===== config.mk =====
export PLATFORM = sky130hd
export DESIGN_NAME = tiled_matrix_multiplier
export DESIGN_NICKNAME = d
export VERILOG_FILES = /design/src/rtl/tiled_matrix_multiplier_pkg.sv /design/src/rtl/tiled_matrix_multiplier_mac_lane.sv /design/src/rtl/tiled_matrix_multiplier.sv
export SDC_FILE = /design/constraint.sdc
export NUM_CORES = 2
export LEC_CHECK = 0
export CORE_ASPECT_RATIO = 1.2
export CORE_MARGIN = 3
export CORE_UTILIZATION = 28
export DETAILED_ROUTE_END_ITERATION = 8
export GPL_ROUTABILITY_DRIVEN = 1
export GPL_TIMING_DRIVEN = 0
export PLACE_DENSITY_LB_ADDON = 0.2
export RECOVER_POWER = 50
export SLEW_MARGIN = 10
export SYNTH_ARGS = -nofsm -noshare
export SYNTH_HDL_FRONTEND = slang
export SYNTH_SLANG_ARGS = --single-unit

===== constraint.sdc =====
create_clock -name clk -period 19.9 [get_ports clk]
set_input_delay 5.97 -clock clk [delete_from_list [all_inputs] [get_ports clk]]
set_output_delay 5.97 -clock clk [all_outputs]
set_load 0.05 [all_outputs]

===== src/rtl/tiled_matrix_multiplier_pkg.sv =====
// tiled_matrix_multiplier_pkg: default geometry, FSM encoding and result-width helper
package tiled_matrix_multiplier_pkg;
  localparam int N_DEF = 4;
  localparam int M_DEF = 2;
  localparam int DW_DEF = 16;
  typedef enum logic [1:0] {IDLE = 2'd0, COMPUTE = 2'd1, DONE = 2'd2} state_e;
  function automatic int aw_f(input int dw, input int n);
    return 2 * dw + $clog2(n);
  endfunction
endpackage


===== src/rtl/tiled_matrix_multiplier_mac_lane.sv =====
// tiled_matrix_multiplier_mac_lane: one signed MAC lane; presents the finished dot product
// (optionally added to the old Z) while the last k is being processed
module tiled_matrix_multiplier_mac_lane #(
  parameter int DW = 16,
  parameter int AW = 34
) (
  input  logic          clk,
  input  logic          rst,
  input  logic          en_i,
  input  logic          last_i,
  input  logic          acc_mode_i,
  input  logic [DW-1:0] a_i,
  input  logic [DW-1:0] b_i,
  input  logic [AW-1:0] z_old_i,
  output logic [AW-1:0] z_new_o
);
  localparam int PW = 2 * DW;
  logic signed [PW-1:0] a_x, b_x, prod;
  logic signed [AW-1:0] acc_q, acc_d;
  assign a_x = PW'($signed(a_i));
  assign b_x = PW'($signed(b_i));
  assign prod = a_x * b_x;
  assign acc_d = acc_q + AW'(prod);
  assign z_new_o = acc_d + (acc_mode_i ? z_old_i : '0);
  always_ff @(posedge clk or negedge rst) begin
    if (!rst) acc_q <= '0;
    else if (en_i) acc_q <= last_i ? '0 : acc_d;
  end
endmodule


===== src/rtl/tiled_matrix_multiplier.sv =====
// tiled_matrix_multiplier: Z = A*B (or Z += A*B) over NxN signed matrices with M MAC lanes,
// on-chip A/B load port, busy/done/ld_err handshake and a registered Z read port
module tiled_matrix_multiplier
  import tiled_matrix_multiplier_pkg::*;
#(
  parameter int N = N_DEF,
  parameter int M = M_DEF,
  parameter int DW = DW_DEF,
  localparam int IW = $clog2(N),
  localparam int AW = aw_f(DW, N)
) (
  input  logic          clk,
  input  logic          rst,
  input  logic          ld_valid,
  input  logic          ld_sel,
  input  logic [IW-1:0] ld_i,
  input  logic [IW-1:0] ld_j,
  input  logic [DW-1:0] ld_data,
  output logic          ld_err,
  input  logic          start,
  input  logic          acc_mode,
  output logic          busy,
  output logic          done,
  input  logic [IW-1:0] z_i,
  input  logic [IW-1:0] z_j,
  output logic [AW-1:0] z_out
);
  localparam int GW = (N / M > 1) ? $clog2(N / M) : 1;
  state_e        state_q;
  logic          busy_q, done_q, ld_err_q, acc_mode_q;
  logic [IW-1:0] i_q, k_q;
  logic [GW-1:0] g_q;
  logic [AW-1:0] z_out_q;
  logic [DW-1:0] a_q [N][N];
  logic [DW-1:0] b_q [N][N];
  logic [AW-1:0] z_q [N][N];
  logic [IW-1:0] col [M];
  logic [AW-1:0] z_new [M];
  logic          k_last, g_last, i_last, en;
  assign k_last = k_q == IW'(N - 1);
  assign g_last = g_q == GW'(N / M - 1);
  assign i_last = i_q == IW'(N - 1);
  assign en = state_q == COMPUTE;
  for (genvar l = 0; l < M; l++) begin : g_lane
    assign col[l] = IW'(l) + IW'(M) * IW'(g_q);
    tiled_matrix_multiplier_mac_lane #(.DW(DW), .AW(AW)) u_lane (
      .clk        (clk),
      .rst        (rst),
      .en_i       (en),
      .last_i     (k_last),
      .acc_mode_i (acc_mode_q),
      .a_i        (a_q[i_q][k_q]),
      .b_i        (b_q[k_q][col[l]]),
      .z_old_i    (z_q[i_q][col[l]]),
      .z_new_o    (z_new[l])
    );
  end
  always_ff @(posedge clk or negedge rst) begin
    if (!rst) begin
      state_q <= IDLE;
      busy_q <= 1'b0;
      done_q <= 1'b0;
      ld_err_q <= 1'b0;
      acc_mode_q <= 1'b0;
      i_q <= '0;
      g_q <= '0;
      k_q <= '0;
      z_out_q <= '0;
      a_q <= '{default: '0};
      b_q <= '{default: '0};
      z_q <= '{default: '0};
    end else begin
      ld_err_q <= ld_valid && state_q != IDLE;
      z_out_q <= z_q[z_i][z_j];
      done_q <= 1'b0;
      case (state_q)
        IDLE: begin
          if (ld_valid && ld_sel) b_q[ld_i][ld_j] <= ld_data;
          if (ld_valid && !ld_sel) a_q[ld_i][ld_j] <= ld_data;
          if (start) begin
            state_q <= COMPUTE;
            busy_q <= 1'b1;
            acc_mode_q <= acc_mode;
          end
        end
        COMPUTE: begin
          k_q <= k_q + 1'b1;
          if (k_last) begin
            for (int l = 0; l < M; l++) z_q[i_q][col[l]] <= z_new[l];
            g_q <= g_last ? '0 : g_q + 1'b1;
            if (g_last) i_q <= i_q + 1'b1;
            if (g_last && i_last) begin
              state_q <= DONE;
              busy_q <= 1'b0;
              done_q <= 1'b1;
            end
          end
        end
        default: state_q <= IDLE;
      endcase
    end
  end
  assign busy = busy_q;
  assign done = done_q;
  assign ld_err = ld_err_q;
  assign z_out = z_out_q;
endmodule


==> results.rst <==
.. list-table::
   :header-rows: 1

   * - Metric
     - Value
   * - Outcome
     - complete, but fails checks
   * - Failing checks
     - max-capacitance violations, max-slew violations
   * - Root buffer cell
     - sky130_fd_sc_hd__clkbuf_16
   * - Clock buffers created by TritonCTS
     - between 100 and 150
   * - Worst slew slack as a fraction of its limit
     - -3.50
   * - Number of enable flip-flop cells after synthesis
     - 0
   * - Width of the chip
     - 494 um
   * - Clock tree from TritonCTS
     - yes
   * - Fraction of the yosys area taken by sequential cells
     - 0.366
   * - Number of routed nets with antenna violations
     - 0
   * - Total placed cells including tap cells
     - 10.3k
   * - Via count of the routed design
     - 53.4k
   * - Number of register bits inferred by synthesis
     - around 1.2k
   * - Worst VDD drop
     - 0.000122 V
   * - Via/cell ratio
     - 5.05
   * - DRC marker count from the first detailed-route iteration
     - around 3.8k
   * - Nature of the critical path endpoint
     - flip-flop
   * - Ys Warns
     - 0
   * - Total of max-cap violations
     - 6
   * - Leakage power of the design
     - 42.4 nW
   * - Synth Net Count
     - ~7.4k
   * - Congestion Overflow GR
     - 0
   * - Number of design rule violations left after detail routing
     - 0
   * - Worst setup slack after placement
     - 3590 ps
   * - Clock transition at the registers of the reported paths
     - 60 ps
   * - Data arrival time at the worst-slack endpoint
     - 17890 ps
   * - Detailed placer's ending HPWL
     - 218000 um
   * - Die height
     - 591 um
   * - Area of the core
     - 284000 um2
   * - Die area
     - 292000 um2
   * - Highest clock rate
     - 57.9 MHz
   * - Share of the clock period used by the worst path
     - 0.868
   * - Number of hold violations in the final report
     - 0
   * - Bufs and invs on worst path
     - 9
   * - Maximum level of the CTS H-tree
     - 4
   * - Placer's final routability congestion estimate
     - 0.885
   * - Transition time at the pin with the least slew margin
     - 6760 ps
   * - Total negative slack
     - 0 ps
   * - WL/cell
     - 27.4 um
   * - Power per Cell Area
     - 147 nW/um2
   * - Standard-cell row count
     - 214
   * - Commonest non-fill, non-tap cell in the layout
     - sky130_fd_sc_hd__dfrtp_1
   * - Finished Layout Cells
     - around 11k
   * - Pin count of the biggest net entering global routing
     - 161
   * - Insertion delay to the later sink of the worst-skew pair
     - 830 ps
   * - Class of the most critical setup path
     - reg -> reg
   * - Quantity of gates resized following cts
     - 0
   * - Input/output buffers
     - 60
   * - Via count of the first global-routing pass
     - 57.2k
   * - Final Worst Setup Slack
     - between 2000 and 3000 ps
   * - Largest stage delay, worst path
     - 1110 ps
   * - Final clock skew
     - 66.0 ps
   * - Number of detailed-routing iterations run before antenna repair
     - 5
   * - Type of the worst min-delay path
     - reg -> reg
   * - CTS sink cnt
     - approximately 1.2k
   * - Required time of the critical path
     - just over 20000 ps
   * - Delay-heaviest family, CP
     - compound AO/OA/AOI/OAI gates
   * - Cell Area, Synth
     - 80000 um2
   * - Count of distinct cell types in the synthesized netlist
     - 81
   * - IO Count
     - 67
   * - Most frequent cells in the layout
     - sky130_fd_sc_hd__dfrtp_1 (1169), sky130_fd_sc_hd__mux2_2 (854), sky130_fd_sc_hd__inv_1 (737)
   * - Total wire length
     - 290000 um
   * - Flip-flop cell with the highest count after synthesis
     - sky130_fd_sc_hd__dfrtp_1
   * - Time the worst path needs with I/O delays and setup
     - 17270 ps
   * - RSZ-0062 raised after global routing
     - false
   * - Antenna violations before repair
     - 18
   * - Crit Path Max Fanout
     - 10
   * - Share of layout cells above drive strength 1
     - 0.241
   * - Synthesized netlist cell count
     - 6461
   * - Global-route wire length before repair
     - approximately 420000 um
   * - Starting density of the core
     - 0.282
   * - Setup slack, reg-to-reg
     - 2630 ps
   * - Number of buffers added for setup after CTS
     - 0
   * - # nets final
     - approximately 7.6k
   * - Mean area per synthesized cell
     - 12.4 um2
   * - Global-route total usage across every layer
     - 0.198
   * - Proportion of register bits with asynchronous set or reset after synthesis
     - 1.00
   * - Total setup violations reported at the end of the flow
     - 0
   * - Clk buf depth
     - 4
   * - Max-slew violation total from the final report
     - 489
   * - Critical Path Source Type
     - flip-flop
   * - CP most frequent cell
     - sky130_fd_sc_hd__fa_1
   * - Cell type of the slowest stage on the worst timing path
     - sky130_fd_sc_hd__a2111oi_0
   * - CTS hold repair buffers
     - 0
   * - P&R area growth vs syn
     - 12.9%
power breakdown:
group	internal, mW	switching, mW	leakage, nW
registers	3.00	0.396	15.9
logic	2.58	4.70	24.3
clock network	1.53	1.10	2.24
kinds of logic (layout without fill, tap and decap cells):
logic type,Yosys count,after routing,synth area share
other,0,6,0
AOI/OAI and AO/OA,634,634,0.0492
DFF,1169,1169,0.366
buffers and inverters,1109,1436,0.0528
and+or+nand+nor,1121,1121,0.0630
xor gates and xnor gates,147,147,0.0163
muxes,1394,1394,0.257
adders and majority gates,887,887,0.196
Yosys cell counts (7+ instances only):
library cell	n	area (um2)
sky130_fd_sc_hd__and2_1	42	263
sky130_fd_sc_hd__clkbuf_1	299	1120
sky130_fd_sc_hd__nand3_1	24	120
sky130_fd_sc_hd__mux2_2	855	9630
sky130_fd_sc_hd__o21bai_1	18	135
sky130_fd_sc_hd__fa_1	612	12300
sky130_fd_sc_hd__mux2i_1	97	971
sky130_fd_sc_hd__inv_1	737	2770
sky130_fd_sc_hd__o211ai_1	7	52.6
sky130_fd_sc_hd__a211oi_1	14	105
sky130_fd_sc_hd__nand4_1	12	75.1
sky130_fd_sc_hd__nor3_1	23	115
sky130_fd_sc_hd__xnor2_1	95	832
sky130_fd_sc_hd__a21o_1	56	420
sky130_fd_sc_hd__a21oi_1	99	495
sky130_fd_sc_hd__a22o_1	51	447
sky130_fd_sc_hd__nor2_1	229	860
sky130_fd_sc_hd__buf_2	34	170
sky130_fd_sc_hd__mux4_2	440	9910
sky130_fd_sc_hd__nor2b_1	142	888
sky130_fd_sc_hd__a31oi_1	7	43.8
sky130_fd_sc_hd__ha_1	273	3420
sky130_fd_sc_hd__o21ai_0	297	1490
sky130_fd_sc_hd__o21ai_1	9	45.0
sky130_fd_sc_hd__dfrtp_1	1169	29300
sky130_fd_sc_hd__xor2_1	50	438
sky130_fd_sc_hd__nand2_1	551	2070
sky130_fd_sc_hd__nand2b_1	59	369
sky130_fd_sc_hd__or2_2	12	75.1
sky130_fd_sc_hd__buf_1	35	131
sky130_fd_sc_hd__and3_1	8	50.1
sky130_fd_sc_hd__o21a_1	25	188
final timing paths:
check | cells after the start | to | from
max | 39 | z_q[202] | i_q[0]
min | 2 | g_lane[1].u_lane.acc_q[0] | g_lane[1].u_lane.acc_q[0]
max reg2reg | 39 | z_q[202] | i_q[0]
min reg2reg | 2 | g_lane[1].u_lane.acc_q[0] | g_lane[1].u_lane.acc_q[0]
max in group asynchronous | 3 | z_out[15] | rst
min in group asynchronous | 1 | g_lane[0].u_lane.acc_q[17] | rst
registers in the layout (all words and copies together) (netlist names):
name,count
a_q,256
k_q,2
done,1
state_q,2
b_q,256
g_lane.u_lane.acc_q,68
acc_mode_q,1
i_q,2
ld_err,1
g_last,1
busy,1
z_out,34
z_q,544
layer usage:
layer  global-route usage  vias up  part of all wire
met5                    0        -           0.00025
met4               0.0843       10             0.049
met3               0.0281      455             0.051
met2                0.328     1446              0.48
met1                0.260    28900              0.42
li1                     -    22600                 -
final cells by class:
type | instances | area (um2)
Multi-Input combinational cell | 4183 | 46600
Buffer | 372 | 1460
Clock inverter | 36 | 350
Antenna cell | 6 | 15.0
Timing Repair Buffer | 83 | 905
Clock buffer | 208 | 4200
Tap cell | 3780 | 4730
Sequential cell | 1169 | 29300
Fill cell | 28800 | 194000
Inverter | 737 | 2770
per-stage QoR:
stage	total power, mW	hold WS [ps]	area, um2	utilization
2_1_floorplan	7.83	441	80000	-
3_3_place_gp	10.6	451	85300	0.301
3_5_place_dp	10.7	471	85900	0.303
4_1_cts	13.4	498	90400	0.319
5_1_grt	14.1	509	90300	0.318
6_report	13.3	495	90300	0.318
worst reg2reg max path: cells and delay by family (launching register included):
family | cells | cell delay (ps)
buffers and inverters | 9 | 4230
AOI/OAI and AO/OA | 13 | 5350
and+or+nand+nor | 5 | 740
muxes | 2 | 910
xor gates and xnor gates | 2 | 1390
DFF | 1 | 630
adders and majority gates | 8 | 3880
Note: power is estimated with default switching activity, not from simulation.
